<file path="config.mk">
export PLATFORM = sky130hd
export DESIGN_NAME = seq_addsub
export DESIGN_NICKNAME = d
export VERILOG_FILES = /design/src/rtl/seq_addsub_pkg.sv /design/src/rtl/seq_addsub_chunk.sv /design/src/rtl/seq_addsub.sv
export SDC_FILE = /design/constraint.sdc
export NUM_CORES = 1
export LEC_CHECK = 0
export CELL_PAD_IN_SITES_DETAIL_PLACEMENT = 0
export CELL_PAD_IN_SITES_GLOBAL_PLACEMENT = 1
export CORE_UTILIZATION = 39
export CTS_BUF_LIST = sky130_fd_sc_hd__clkbuf_8
export DETAILED_ROUTE_END_ITERATION = 10
export PLACE_DENSITY = 0.82
export SYNTH_ARGS = -nofsm -noshare
export SYNTH_HDL_FRONTEND = slang
export SYNTH_HIERARCHICAL = 1
export SYNTH_SLANG_ARGS = --single-unit
</file>
<file path="constraint.sdc">
create_clock -name CLK -period 4.3 [get_ports CLK]
set_input_delay 1.29 -clock CLK [delete_from_list [all_inputs] [get_ports CLK]]
set_output_delay 1.29 -clock CLK [all_outputs]
set_load 0.02 [all_outputs]
</file>
<file path="src/rtl/seq_addsub_pkg.sv">
// Shared types and helpers for the sequential slice-wise add/subtract unit.
package seq_addsub_pkg;

   typedef enum logic [1:0] {
      IDLE = 2'd0,
      RUN  = 2'd1,
      DONE = 2'd2
   } state_t;

   localparam logic MODE_ADD = 1'b0;
   localparam logic MODE_SUB = 1'b1;

   function automatic int nchunk(input int width, input int chunk);
      return width / chunk;
   endfunction

   // Slice counter width; a single-slice configuration still needs one bit.
   function automatic int cnt_w(input int width, input int chunk);
      int n;
      n = width / chunk;
      return (n <= 1) ? 1 : $clog2(n);
   endfunction

endpackage

</file>
<file path="src/rtl/seq_addsub_chunk.sv">
// Combinational CHUNK-bit add/subtract slice; subtract is A + ~B + carry.
module addsub_chunk
   import seq_addsub_pkg::*;
#(
   parameter int CHUNK = 8
) (
   input  logic [CHUNK-1:0] a,
   input  logic [CHUNK-1:0] b,
   input  logic             mode,
   input  logic             cin,
   output logic [CHUNK-1:0] s,
   output logic             cout,
   output logic             a_msb,
   output logic             bop_msb,
   output logic             s_msb
);

   logic [CHUNK-1:0] bop;
   logic [CHUNK:0]   sum;

   assign bop     = (mode == MODE_SUB) ? ~b : b;
   assign sum     = {1'b0, a} + {1'b0, bop} + {{CHUNK{1'b0}}, cin};
   assign s       = sum[CHUNK-1:0];
   assign cout    = sum[CHUNK];
   assign a_msb   = a[CHUNK-1];
   assign bop_msb = bop[CHUNK-1];
   assign s_msb   = sum[CHUNK-1];

endmodule

</file>
<file path="src/rtl/seq_addsub.sv">
// Multi-cycle WIDTH-bit add/subtract, one CHUNK slice per cycle, LSB slice first.
// Optional signed saturation on overflow: define SEQ_ADDSUB_SAT_EN.
module seq_addsub
   import seq_addsub_pkg::*;
#(
   parameter int WIDTH = 32,
   parameter int CHUNK = 8
) (
   input  logic             CLK,
   input  logic             RST,
   input  logic             IN_VALID,
   output logic             IN_READY,
   input  logic             MODE,
   input  logic [WIDTH-1:0] A,
   input  logic [WIDTH-1:0] B,
   input  logic             CIN,
   output logic             OUT_VALID,
   input  logic             OUT_READY,
   output logic [WIDTH-1:0] RESULT,
   output logic             COUT,
   output logic             ZERO,
   output logic             NEG,
   output logic             OVF
);

   localparam int NCHUNK = nchunk(WIDTH, CHUNK);
   localparam int CW     = cnt_w(WIDTH, CHUNK);

   if ((CHUNK < 1) || (CHUNK > WIDTH) || ((WIDTH % CHUNK) != 0)) begin : g_param_err
      $error("seq_addsub: WIDTH must be a positive multiple of CHUNK");
   end

   state_t           state;
   logic [CW-1:0]    cnt;
   logic [WIDTH-1:0] a_r, b_r, res_r;
   logic             mode_r, c_r;
   logic             in_ready_r, out_valid_r;
   logic             cout_r, zero_r, neg_r, ovf_r;

   logic [31:0]      base;
   logic [CHUNK-1:0] s;
   logic             c_out, a_msb, bop_msb, s_msb;
   logic             last, ovf_nxt;
   logic [WIDTH-1:0] res_nxt, fin;

   assign base = 32'(cnt) * CHUNK;
   assign last = (cnt == CW'(NCHUNK - 1));

   addsub_chunk #(.CHUNK(CHUNK)) u_chunk (
      .a       (a_r[base +: CHUNK]),
      .b       (b_r[base +: CHUNK]),
      .mode    (mode_r),
      .cin     (c_r),
      .s       (s),
      .cout    (c_out),
      .a_msb   (a_msb),
      .bop_msb (bop_msb),
      .s_msb   (s_msb)
   );

   always_comb begin
      res_nxt = res_r;
      res_nxt[base +: CHUNK] = s;
   end

   // Only meaningful on the last slice, where the slice MSBs are the word MSBs.
   assign ovf_nxt = (a_msb == bop_msb) && (s_msb != a_msb);

`ifdef SEQ_ADDSUB_SAT_EN
   function automatic logic signed [WIDTH-1:0] sat_clamp(input logic a_sign);
      logic signed [WIDTH-1:0] v;
      v = {WIDTH{~a_sign}};
      v[WIDTH-1] = a_sign;
      return v;
   endfunction

   assign fin = ovf_nxt ? sat_clamp(a_msb) : res_nxt;
`else
   assign fin = res_nxt;
`endif

   always_ff @(posedge CLK) begin
      if (RST) begin
         state       <= IDLE;
         cnt         <= '0;
         in_ready_r  <= 1'b1;
         out_valid_r <= 1'b0;
         res_r       <= '0;
         cout_r      <= 1'b0;
         zero_r      <= 1'b0;
         neg_r       <= 1'b0;
         ovf_r       <= 1'b0;
         a_r         <= '0;
         b_r         <= '0;
         mode_r      <= MODE_ADD;
         c_r         <= 1'b0;
      end else begin
         case (state)
            IDLE: begin
               if (IN_VALID) begin
                  a_r        <= A;
                  b_r        <= B;
                  mode_r     <= MODE;
                  c_r        <= (MODE == MODE_SUB) ? ~CIN : CIN;
                  cnt        <= '0;
                  in_ready_r <= 1'b0;
                  state      <= RUN;
               end
            end
            RUN: begin
               c_r <= c_out;
               cnt <= cnt + 1'b1;
               if (last) begin
                  res_r       <= fin;
                  cout_r      <= (mode_r == MODE_SUB) ? ~c_out : c_out;
                  ovf_r       <= ovf_nxt;
                  zero_r      <= (fin == '0);
                  neg_r       <= fin[WIDTH-1];
                  out_valid_r <= 1'b1;
                  state       <= DONE;
               end else begin
                  res_r <= res_nxt;
               end
            end
            DONE: begin
               if (OUT_READY) begin
                  out_valid_r <= 1'b0;
                  in_ready_r  <= 1'b1;
                  state       <= IDLE;
               end
            end
            default: state <= IDLE;
         endcase
      end
   end

   assign IN_READY  = in_ready_r;
   assign OUT_VALID = out_valid_r;
   assign RESULT    = res_r;
   assign COUT      = cout_r;
   assign ZERO      = zero_r;
   assign NEG       = neg_r;
   assign OVF       = ovf_r;

endmodule

</file>
* Word-level counts from Yosys, hierarchy flattened
Cells that the tools add are included.
** Cells by class
- Bitwise operators :: 3
- $add $sub $neg :: 4
- Equality and inequality tests :: 8
- Reduce and logical (&&, ||, !) cells :: 12
- Shift operators :: 4
- Mux-type cells :: 18
** Operator list (number)
- $shiftx A32 B6 Y8 :: 2
- $neg A5 Y34 :: 1
- $shift A8 B34 Y32 const A :: 1
- $shiftx A8 B34 Y32 :: 1
- $bwmux W32 :: 1
- $logic_not A32 Y1 :: 1
- $add A8 B8 Y9 :: 1
- $add A9 B1 Y9 :: 1
- $reduce_and A3 Y1 :: 3
- $mux W2 :: 4
- $mux W8 :: 1
- $not A8 Y8 :: 1
- $mux W1 :: 7
- $ne A2 B2 Y1 const B :: 3
- $pmux W1 S2 :: 3
- $pmux W2 S3 :: 1
- $reduce_and A2 Y1 :: 3
- $reduce_bool A2 Y1 :: 3
- $eq A2 B2 Y1 const B :: 2
- $pmux W2 S2 :: 1
- $add A2 B1 Y2 const B :: 1
- $eq A2 B1 Y1 const B :: 1
- $logic_not A2 Y1 :: 1
- $not A1 Y1 :: 2
- other kinds (3) :: 3
** Word-level totals
- Bits in registers :: 108
- Word-level logic and storage cells :: 62

* Longest topological paths before layout
- Depth after elaboration :: 8
- Gate-level depth with buffers :: 16
- Gate-level depth less buffers :: 14

* By module
The synthesis kept the hierarchy.
** By module, submodules not included
- seq_addsub :: cells each 511, area an instance 4423.0 µm², instances 1
- addsub_chunk :: cells each 55, area an instance 432.9 µm², instances 1

* Least setup slack after synthesis
OpenSTA, ideal clock, no wires.
- Path kind :: flip-flop to flip-flop
- Start point :: register cnt[0]
- End point :: register zero_r (netlist: ZERO)
- Setup slack :: 0.874 ns
- Data required time :: 4.184 ns
- Cell stages (with the launch flop) :: 15
- Arrival time :: 3.310 ns
- Cells stage by stage :: dfxtp_1 buf_4 mux4_2 xnor2_1 fa_1 fa_1 nor2b_4 o21ai_2 a21boi_2 o21ai_1 a21oi_2 nor2_1 a31oi_1 nor2_1 a31o_2
** Between the ends
- Word-level cells in the longest chain between the ends :: 8
** RTL lines
- from (decl) :: line seq_addsub.sv:34 : logic [CW-1:0] cnt;
- from (signal assigned) :: line seq_addsub.sv:112 : cnt <= cnt + 1'b1;
- $shiftx A32 B6 Y8 :: line seq_addsub.sv:51 : .b (b_r[base +: CHUNK]),
- $not A8 Y8 :: line seq_addsub_chunk.sv:21 : assign bop = (mode == MODE_SUB) ? ~b : b;
- $mux W8 :: line seq_addsub_chunk.sv:21
- $add A8 B8 Y9 (*) :: line seq_addsub_chunk.sv:22 : assign sum = {1'b0, a} + {1'b0, bop} + {{CHUNK{1'b0}}, cin};
- $add A9 B1 Y9 (*) :: line seq_addsub_chunk.sv:22
- named net s[6] :: line seq_addsub.sv:41 : logic [CHUNK-1:0] s;
- $shiftx A8 B34 Y32 (*) :: line seq_addsub.sv:63 : res_nxt[base +: CHUNK] = s;
- $bwmux W32 (*) :: line seq_addsub.sv:63
- $logic_not A32 Y1 (*) :: line seq_addsub.sv:117 : zero_r <= (fin == '0);
- to (signal assigned) :: line seq_addsub.sv:117
- to (decl) :: line seq_addsub.sv:38 : logic cout_r, zero_r, neg_r, ovf_r;
The timed path passes the listed nets; every way through them passes the cells marked *.
A chain may end at the register's enable or synchronous reset.

* Worst setup path after layout
Ends and elaborated chain as after synthesis.

==> impl_table.tex <==
\begin{tabular}{lr}
\hline
Metric & Value \\
\hline
\multicolumn{2}{l}{\textbf{Placed design}} \\
\quad Final HPWL from detailed placement & 9450 um \\
\quad RD Place Congestion & 0.801 \\
\quad Setup slack after placement & 756 ps \\
\quad Placed inst area & 6070 um2 \\
\quad Buffers on Ports & 107 \\
\multicolumn{2}{l}{\textbf{Die}} \\
\quad Die Area & 12900 um2 \\
\quad Num ports & 108 \\
\quad Starting utilization of the core area & 40.3\% \\
\quad Die width & 114 um \\
\quad Die outline height & 114 um \\
\quad Area inside the core boundary & 12100 um2 \\
\quad Row count & 40 \\
\multicolumn{2}{l}{\textbf{Logic synthesis}} \\
\quad Synth Flop Type & sky130\_fd\_sc\_hd\_\_dfxtp\_1 \\
\quad Xor/xnor share of the synthesized area & 2.53\% \\
\quad Synthesized netlist net count & 651 \\
\quad Share of synthesized area occupied by flip-flops and latches & 44.5\% \\
\quad Yosys cell types & 45 \\
\quad Total of warnings raised by yosys & 6 \\
\quad Post-synthesis cell area & 4860 um2 \\
\quad Complex-gate fraction of the synthesized area & 16.4\% \\
\quad Seq cells post-synth & 108 \\
\quad Cells after synthesis & 566 \\
\quad Average cell area after synthesis & 8.58 um2 \\
\quad Dominant combinational cell family by area after synthesis & simple AND/OR/NAND/NOR gates \\
\quad Post-synth ARST share & 0\% \\
\quad Share of synthesized cell area in and, or, nand and nor gates & 20.7\% \\
\quad Post-synthesis adder-cell area fraction & 4.17\% \\
\quad Multiplexer area fraction after synthesis & 7.65\% \\
\quad EDFF count, synth & 0 \\
\multicolumn{2}{l}{\textbf{Timing}} \\
\quad Final Critical Period & 3560 ps \\
\quad Crit path setup slack, layout & 737 ps \\
\quad Slew Limit Fails & 0 \\
\quad Setup violations, final & 0 \\
\quad Final hold violations & 0 \\
\quad Measured slew at the worst slew-check pin & 690 ps \\
\quad Unrepaired setup endpoints after global routing & no \\
\quad Sum Neg Setup Slack & 0 ps \\
\quad Fmax & 0.281 GHz \\
\quad Final clock period utilization by the worst path & 82.9\% \\
\quad Relative slew margins & 54.0\% \\
\quad Clock tree skew after final layout & 11.0 ps \\
\multicolumn{2}{l}{\textbf{Pwr}} \\
\quad P\_sw & 0.000624 W \\
\quad Share of power burned in the clock network & 34.7\% \\
\quad Internal power of the cells & 0.00169 W \\
\quad Final Total Pwr & 0.00231 W \\
\quad Power share of the sequential group & 46.5\% \\
\quad Worst vdd ir & 161 uV \\
\quad Combinational cell fraction of total power & 18.8\% \\
\quad Leakage power total & 2.35 nW \\
\quad Power density over the cells & 365 nW/um2 \\
\quad Switch share & 26.9\% \\
\multicolumn{2}{l}{\textbf{Clocking}} \\
\quad Clock transition at the register clock pins on the worst setup and hold paths after CTS & 100 ps \\
\quad Worst-Skew Late Latency & 380 ps \\
\quad Post-CTS sizing & 0 \\
\quad Number of buffers added to fix hold violations after cts & 0 \\
\quad CTS tree & yes \\
\quad Clock buffer depth & 2 \\
\quad H-tree levels & 3 \\
\quad TritonCTS buffer count & 9 \\
\quad Root buf cell & sky130\_fd\_sc\_hd\_\_clkbuf\_8 \\
\quad Setup bufs post-CTS & 0 \\
\quad Clock Sinks & 108 \\
\multicolumn{2}{l}{\textbf{Cells and area}} \\
\quad Total area of multi-input combinational cells & 2500 um2 \\
\quad Proportion of layout cells with a drive suffix above 1 & 8.72\% \\
\quad Layout Cell Area excl Fill & 6340 um2 \\
\quad Layout-stage area growth over the synthesis result & 30.6\% \\
\quad Total of fill cells in the finished design & 1148 \\
\quad Fin nets & 745 \\
\quad Sequential cell area & 2160 um2 \\
\quad Antenna cells & 0 \\
\multicolumn{2}{l}{\textbf{Global route}} \\
\quad Total global-route track usage & 20.4\% \\
\quad Gr ovfl total & 0 \\
\quad Number of global-route vias before repair & 4249 \\
\quad Number of antenna violations at the first check in global routing & 0 \\
\quad Maximum number of pins on one net before global-route repair & 69 \\
\quad Global-route wire length before repair & 20600 um \\
\multicolumn{2}{l}{\textbf{Routing}} \\
\quad Detail-routed via count per cell & 5.17 \\
\quad Initial DRC Count & 298 \\
\quad Drt first pass iters & 8 \\
\quad Final wirelength & 12700 um \\
\quad Routed wire length per instance & 15.3 um \\
\quad Post-route antenna net violation count & 0 \\
\quad Total via count in the routed design & 4306 \\
\quad Final routed DRC violation total & 0 \\
\multicolumn{2}{l}{\textbf{Setup path}} \\
\quad Register-to-register path setup slack & 740 ps \\
\quad Endpoint of the worst register-to-register path & ZERO\$\_SDFFE\_PP0P\_ \\
\quad Max FO, Critical Path & 16 \\
\quad Critical path type & reg -> reg \\
\quad Required time worst endpoint & 4580 ps \\
\quad Number of cells traversed by the worst register-to-register path & 14 \\
\quad Worst reg2reg path startpoint & cnt[0]\$\_SDFFE\_PP0P\_ \\
\quad Startpoint type of the worst setup path & flop \\
\quad Crit path capture type & flop \\
\quad Arrival time of data at the critical path endpoint & 3850 ps \\
\multicolumn{2}{l}{\textbf{Min path}} \\
\quad Path class of the lowest-slack min-delay path & reg -> reg \\
\quad Start point of the worst min-delay path & b\_r[24]\$\_SDFFE\_PP0P\_ \\
\quad End point of the worst hold path & b\_r[24]\$\_SDFFE\_PP0P\_ \\
\quad Cell depth of the worst min-delay path & 2 \\
\multicolumn{2}{l}{\textbf{Job}} \\
\quad Max\_cap viols & 0 \\
\multicolumn{2}{l}{\textbf{Status}} \\
\quad Result of the run & finished, final reports clean \\
\hline
\end{tabular}
[metrics by stage]
stage | hold slack [ps] | cells | utilization, %
detailed placement | 447 | 817 | 50.4
global route | 480 | 833 | 52.6
floorplan | 433 | 566 | -
finish | 458 | 833 | 52.6
global placement | 441 | 817 | 50.4
CTS | 462 | 833 | 52.6
[cell families after synthesis]
group                      count (synthesis)
AOI/OAI and AO/OA                        132
xor gates and xnor gates                  14
muxes                                     17
adders and majority gates                 15
and+or+nand+nor                          235
buffers and inverters                     45
DFF                                      108
[cell usage after synthesis (2+ instances only)]
cell,number,share of area [%]
sky130_fd_sc_hd__a211oi_1,5,0.77
sky130_fd_sc_hd__a21oi_1,80,8.2
sky130_fd_sc_hd__a22oi_1,31,4.8
sky130_fd_sc_hd__a31oi_1,2,0.26
sky130_fd_sc_hd__buf_1,3,0.23
sky130_fd_sc_hd__buf_2,12,1.2
sky130_fd_sc_hd__buf_4,4,0.62
sky130_fd_sc_hd__clkbuf_1,16,1.2
sky130_fd_sc_hd__dfxtp_1,108,45
sky130_fd_sc_hd__fa_1,2,0.82
sky130_fd_sc_hd__ha_1,13,3.3
sky130_fd_sc_hd__inv_1,10,0.77
sky130_fd_sc_hd__mux4_2,16,7.4
sky130_fd_sc_hd__nand2_1,138,11
sky130_fd_sc_hd__nand2_2,2,0.26
sky130_fd_sc_hd__nand2b_1,3,0.39
sky130_fd_sc_hd__nand3_1,3,0.31
sky130_fd_sc_hd__nor2_1,61,4.7
sky130_fd_sc_hd__nor2_2,2,0.26
sky130_fd_sc_hd__nor2b_1,4,0.52
sky130_fd_sc_hd__nor2b_4,2,0.57
sky130_fd_sc_hd__nor3_1,4,0.41
sky130_fd_sc_hd__nor3_4,2,0.67
sky130_fd_sc_hd__nor4_1,8,1.0
sky130_fd_sc_hd__o21a_1,3,0.46
sky130_fd_sc_hd__xnor2_1,6,1.1
sky130_fd_sc_hd__xor2_1,8,1.4
[registers in the layout, indices dropped and copies added (netlist names)]
name / flops
state: 2
OUT_VALID: 1
cnt: 2
COUT: 1
OVF: 1
a_r: 32
ZERO: 1
NEG: 1
RESULT: 32
c_r: 1
b_r: 32
IN_READY: 1
mode_r: 1
[worst max-delay path: stages, from the launching register on]
cell	delay [ps]
sky130_fd_sc_hd__dfxtp_1	390
sky130_fd_sc_hd__buf_4	310
sky130_fd_sc_hd__mux4_2	560
sky130_fd_sc_hd__xor2_1	260
sky130_fd_sc_hd__inv_1	110
sky130_fd_sc_hd__fa_1	470
sky130_fd_sc_hd__nor2b_4	140
sky130_fd_sc_hd__o21ai_2	70
sky130_fd_sc_hd__a21boi_2	190
sky130_fd_sc_hd__o21ai_1	120
sky130_fd_sc_hd__a21oi_2	280
sky130_fd_sc_hd__nor2_1	130
sky130_fd_sc_hd__a31oi_1	150
sky130_fd_sc_hd__nor2_1	60
sky130_fd_sc_hd__a31o_2	220
[worst max path at each step]
stage                                   start                end  slack (ps)  depth (start not counted)
after floorplan           cnt[0]$_SDFFE_PP0P_  ZERO$_SDFFE_PP0P_         870                         14
after CTS                 cnt[0]$_SDFFE_PP0P_  ZERO$_SDFFE_PP0P_         750                         14
after global placement    cnt[0]$_SDFFE_PP0P_  ZERO$_SDFFE_PP0P_         960                         14
after detailed placement  cnt[0]$_SDFFE_PP0P_  ZERO$_SDFFE_PP0P_         760                         14
after global routing      cnt[0]$_SDFFE_PP0P_  ZERO$_SDFFE_PP0P_         530                         14
final                     cnt[0]$_SDFFE_PP0P_  ZERO$_SDFFE_PP0P_         740                         14
[layout make-up]
type,count,share of cell area [%]
Inverter,10,0.592
Clock inverter,7,2.31
Multi-Input combinational cell,413,39.4
Tap cell,168,3.31
Sequential cell,108,34.1
Timing Repair Buffer,118,18.3
Clock buffer,9,1.95
[metal layers]
layer / routed length (um) / GRT usage, % / vias up
met5: 0 / 0 / -
met4: 309 / 9.12 / 0
met3: 695 / 3.03 / 24
met2: 5920 / 32.9 / 154
met1: 5800 / 27.1 / 2003
li1: - / - / 2125
[power by group through the flow]
stage / sequential [W] / combinational, W / clock [W]
after floorplan: 0.00110 / 0.000259 / 0
after global placement: 0.00110 / 0.000422 / 0
after detailed placement: 0.00110 / 0.000431 / 0
after CTS: 0.00108 / 0.000434 / 0.000813
after global routing: 0.00108 / 0.000471 / 0.000858
final: 0.00108 / 0.000436 / 0.000803
[placed cells by master (no fill, tap or decap), drive strengths merged, types with 5 or more instances in the layout]
cell and instances:
nand2 140, dfxtp 108, clkdlybuf4s50 106, a21oi 81, nor2 63, a22oi 31, mux4 16, ha 13
buf 12, inv 11, clkbuf 9, xor2 8, nor4 8, xnor2 6, nor2b 6, nor3 6
a211oi 5
(Power assumes the default switching activity.)
